<file path="config.mk">
export PLATFORM = sky130hd
export DESIGN_NAME = address_encoder
export DESIGN_NICKNAME = d
export VERILOG_FILES = /design/src/rtl/dmem_pkg.sv /design/src/rtl/address_encoder_rr_pick.sv /design/src/rtl/address_encoder.sv
export SDC_FILE = /design/constraint.sdc
export NUM_CORES = 1
export LEC_CHECK = 0
export CAP_MARGIN = 20
export CORE_MARGIN = 2
export CORE_UTILIZATION = 45
export CTS_CLUSTER_DIAMETER = 30
export DETAILED_ROUTE_END_ITERATION = 10
export GPL_TIMING_DRIVEN = 0
export HOLD_SLACK_MARGIN = 0.06
export PLACE_DENSITY = 0.79
export SYNTH_ARGS = -nofsm -noshare
export SYNTH_HDL_FRONTEND = slang
export SYNTH_SLANG_ARGS = --single-unit
export TNS_END_PERCENT = 50
</file>
<file path="constraint.sdc">
create_clock -name CLK -period 8.35 [get_ports CLK]
set_input_delay 1.2525 -clock CLK [delete_from_list [all_inputs] [get_ports CLK]]
set_output_delay 1.2525 -clock CLK [all_outputs]
set_load 0.02 [all_outputs]
</file>
<file path="src/rtl/dmem_pkg.sv">
// Shared definitions for the data-memory request path: request-line count,
// encoded address width and the encoder state type.
package dmem_pkg;

    localparam int N_REQ  = 16;
    localparam int ADDR_W = 4;

    typedef enum logic {
        ST_IDLE    = 1'b0,
        ST_PRESENT = 1'b1
    } state_t;

endpackage

</file>
<file path="src/rtl/address_encoder_rr_pick.sv">
// Combinational round-robin search: first set bit of p at or after ptr,
// wrapping modulo N_REQ.
module rr_pick #(
    parameter int N_REQ  = 16,
    parameter int ADDR_W = 4
) (
    input  logic [N_REQ-1:0]  p,
    input  logic [ADDR_W-1:0] ptr,
    output logic [ADDR_W-1:0] idx,
    output logic              any
);
    import dmem_pkg::*;

    logic [2*N_REQ-1:0] dbl;
    logic [N_REQ-1:0]   rot;
    logic [ADDR_W-1:0]  off;

    always_comb begin
        // Rotate so bit ptr lands at position 0, find-first, then add ptr back.
        dbl = {p, p} >> ptr;
        rot = dbl[N_REQ-1:0];
        off = '0;
        for (int i = N_REQ - 1; i >= 0; i--) begin
            if (rot[i]) off = ADDR_W'(i);
        end
        idx = ptr + off;
        any = |p;
    end

endmodule

</file>
<file path="src/rtl/address_encoder.sv">
// Round-robin 16-to-4 request encoder: latches request pulses, grants one
// index at a time and presents it on a valid/ready handshake.
module address_encoder #(
    parameter int N_REQ  = 16,
    parameter int ADDR_W = 4
) (
    input  logic              CLK,
    input  logic              RST_N,
    input  logic [N_REQ-1:0]  REQ,
    input  logic              READY,
    output logic [ADDR_W-1:0] OUT_E,
    output logic              VALID,
    output logic [N_REQ-1:0]  PENDING
);
    import dmem_pkg::*;

    state_t             state;
    logic [ADDR_W-1:0]  ptr;
    logic [N_REQ-1:0]   clr;
    logic [ADDR_W-1:0]  pick_idx;
    logic               pick_any;

    rr_pick #(
        .N_REQ  (N_REQ),
        .ADDR_W (ADDR_W)
    ) u_pick (
        .p   (PENDING),
        .ptr (ptr),
        .idx (pick_idx),
        .any (pick_any)
    );

    always_comb begin
        clr = '0;
        if (VALID && READY) clr[OUT_E] = 1'b1;
    end

    always_ff @(posedge CLK) begin
        if (!RST_N) begin
            PENDING <= '0;
            ptr     <= '0;
            OUT_E   <= '0;
            VALID   <= 1'b0;
            state   <= ST_IDLE;
        end else begin
            // A request arriving on the bit being cleared re-arms it.
            PENDING <= (PENDING & ~clr) | REQ;
            case (state)
                ST_IDLE: begin
                    if (pick_any) begin
                        OUT_E <= pick_idx;
                        VALID <= 1'b1;
                        state <= ST_PRESENT;
                    end
                end
                ST_PRESENT: begin
                    if (READY) begin
                        ptr   <= OUT_E + ADDR_W'(1);
                        VALID <= 1'b0;
                        state <= ST_IDLE;
                    end
                end
                default: begin
                    VALID <= 1'b0;
                    state <= ST_IDLE;
                end
            endcase
        end
    end

endmodule

</file>
==> results.toml <==
[detailed_routing]
drt-total-wl_mm = 5.92
ant_nets = 0
dr_total_vias = 2078
viasPerCell = 5.95
route.met2.wl_mm = 2.92
top_layer_used = "met4"
wl_met1_mm = 2.60
drt_first_pass_iters = 4
drt-wirelength-per-cell_um = 17.0
wl_met3_um = 329
drt_iter0_drc = 168
drc = 0

[critical_path]
r2r_cells = 15
cp-end-kind = "flop"
crit_type = "reg -> reg"
cp-start-kind = "flop"
r2r-start = "ptr[2]$_SDFFE_PN0P_"
startpoint = "ptr[2]$_SDFFE_PN0P_"
critPathMaxFanout = 10
worst-endpoint-required_ns = 8.56
rrSetupSlack_ns = 4.78
reg2reg_to = "OUT_E[3]$_SDFFE_PN0P_"
critPathArrivalTime_ns = 3.78

[synth]
synth_edf_count = 0
post_synth_num_cell_types = 48
synth_seq_cells = 26
ys_async_sr_fraction = 0
synth_commonest_cells = "o21a_1 (29), nand2_1 (28), dfxtp_1 (26)"
synth_area_leader_cell = "dfxtp_1"
synth_top_area_frac = 0.229
ys_seq_area_frac = 0.229
synth.most_common_cell = "o21a_1"
ys.flop_type = "dfxtp_1"
syn_area_sq_um = 2280
syn_inst = 240
syn_avg_cell_area_sq_um = 9.48
ys_top_cells_by_area = "dfxtp_1 (23%), mux4_1 (10%), o21a_1 (9.6%)"
synth_nets = 267
synth_warnings = 0

[floorplan]
rows = 25
coreArea_sq_um = 4790
start_util = 0.476
die_area_sq_um = 5640
die_width_um = 75.1
die_y_um = 75.1
io_pins = 40

[power]
power_uw = 461
ir_drop_mv = 0.129
power.density_nw_per_um2 = 164
leakagePower_nw = 1.09

[placed_design]
hpwl_mm = 4.55
place.gp.congestion = 0.932
placed_area_sq_um = 2740
port_buffers = 38

[timing]
finalHoldViolCount = 0
setup_tns_ns = 0
min_period_ns = 3.57
setup_viol = 0
skew_ns = 0.00175
rsz0062_at_grt = "no"
slew_viol_final = 0
slew_headroom = 0.625
finalCritPeriodShare = 0.427
worstMarginPinSlew_ns = 0.563
fmax_mhz = 280

[global_route]
grt_pass1_vias = 2011
grt-ovfl-total = 0
antenna_found_initial = 0
grt_util_all_layers = 0.226
grt_start_max_net_pins = 16
grt_pass1_wl_mm = 9.81

[final_layout]
drive_gt1_frac = 0.0851
finish.instance_area_sq_um = 2810
fin_nets = 310
multi_input_area_sq_um = 1640
fill_cells = 399
diodes = 0
final_core_util = 0.587
regArea_sq_um = 520
syn2layout_area_growth_pct = 23.5

[worst_hold_path]
hold_class = "reg -> reg"
worstHoldEndpoint = "state$_SDFF_PN0_"
whs_path_depth = 1
min-delay-start = "state$_SDFF_PN0_"

[clock_tree]
cts.repair.resized = 0
hold_buffers = 0
cts_root_buffer = "clkbuf_8"
cts_tree = "yes"
cts_buffers = 3
path_clk_slew_ns = 0.09
clock_path_buffers = 2
postCtsSetupRepairBufs = 0
h-tree-depth = 1
clkLatencyLatePin_ns = 0.27
clock-sinks = 26

[outcome]
status = "complete, no violations"

[flow_run]
maxCapViolCount = 0
==> flip-flops by register name, summed over array words and instances, names as in the netlist <==
register  flops
PENDING      16
OUT_E         4
ptr           4
VALID         1
state         1
==> logic make-up after synthesis <==
family,Yosys count,synth area share
compound gates,77,0.247
simple gates,72,0.161
mux,32,0.256
flops,26,0.229
buf+inv,22,0.0489
fa+ha+maj,8,0.0473
xor+xnor,3,0.0115
==> placed cells by master, fill, tap and decap left out, types with 3 or more instances in the layout <==
cell type and n:
a21boi_0 3, a21oi_1 13, and2_1 4, buf_6 3, clkbuf_1 7, clkbuf_8 3
clkdlybuf4s50_1 38, dfxtp_1 26, ha_1 7, inv_1 5, mux2i_1 12, mux4_1 9
mux4_2 9, nand2_1 28, nand2b_1 4, nand3_1 15, nor2b_1 7, nor4_1 4
o211a_1 6, o211ai_1 4, o21a_1 29, o21ai_0 6, o31a_1 4
==> critical path: stages (launching register included) <==
cell and delay, ns:
dfxtp_1 0.39, buf_6 0.16, buf_2 0.24, mux4_1 0.29
a21oi_1 0.10, a22oi_1 0.47, nor2_1 0.11, a311oi_1 0.31
o211ai_1 0.14, and3_1 0.17, ha_1 0.26, a21o_1 0.17
a21oi_1 0.18, nand3_1 0.09, or3_1 0.33, o211ai_2 0.07
==> power by group <==
group | internal (mW) | switching, mW
Sequential | 0.135 | 0.0171
Combinational | 0.0969 | 0.105
Clock | 0.0641 | 0.0418
==> worst max-delay path by stage <==
stage | cells after the start | slack (ns) | to
3_5_place_dp | 15 | 4.83 | OUT_E[3]$_SDFFE_PN0P_
3_3_place_gp | 15 | 4.87 | OUT_E[3]$_SDFFE_PN0P_
6_report | 15 | 4.78 | OUT_E[3]$_SDFFE_PN0P_
5_1_grt | 15 | 4.53 | OUT_E[3]$_SDFFE_PN0P_
4_1_cts | 15 | 4.81 | OUT_E[3]$_SDFFE_PN0P_
2_1_floorplan | 12 | 5.16 | OUT_E[3]$_SDFFE_PN0P_
==> metrics by stage <==
| stage | cells | worst slack [ns] | hold slack (ns) |
|---|---|---|---|
| final | 349 | 4.78 | 0.556 |
| after global placement | 345 | 4.87 | 0.520 |
| after CTS | 349 | 4.81 | 0.557 |
| after detailed placement | 345 | 4.83 | 0.534 |
| after floorplan | 240 | 5.16 | 0.508 |
| after global routing | 349 | 4.53 | 0.597 |
==> metal layers <==
layer,GRT usage,vias to the layer above
li1,-,1005
met1,0.289,994
met2,0.387,71
met3,0.0469,8
met4,0.0655,0
met5,0,-
==> final cells by class <==
type | instances | area share
Sequential cell | 26 | 0.185
Clock buffer | 3 | 0.0147
Clock inverter | 1 | 0.0107
Timing Repair Buffer | 38 | 0.135
Buffer | 15 | 0.0303
Multi-Input combinational cell | 192 | 0.585
Tap cell | 67 | 0.0298
Inverter | 7 | 0.00935
No activity file was read; power rests on OpenSTA's default activity.
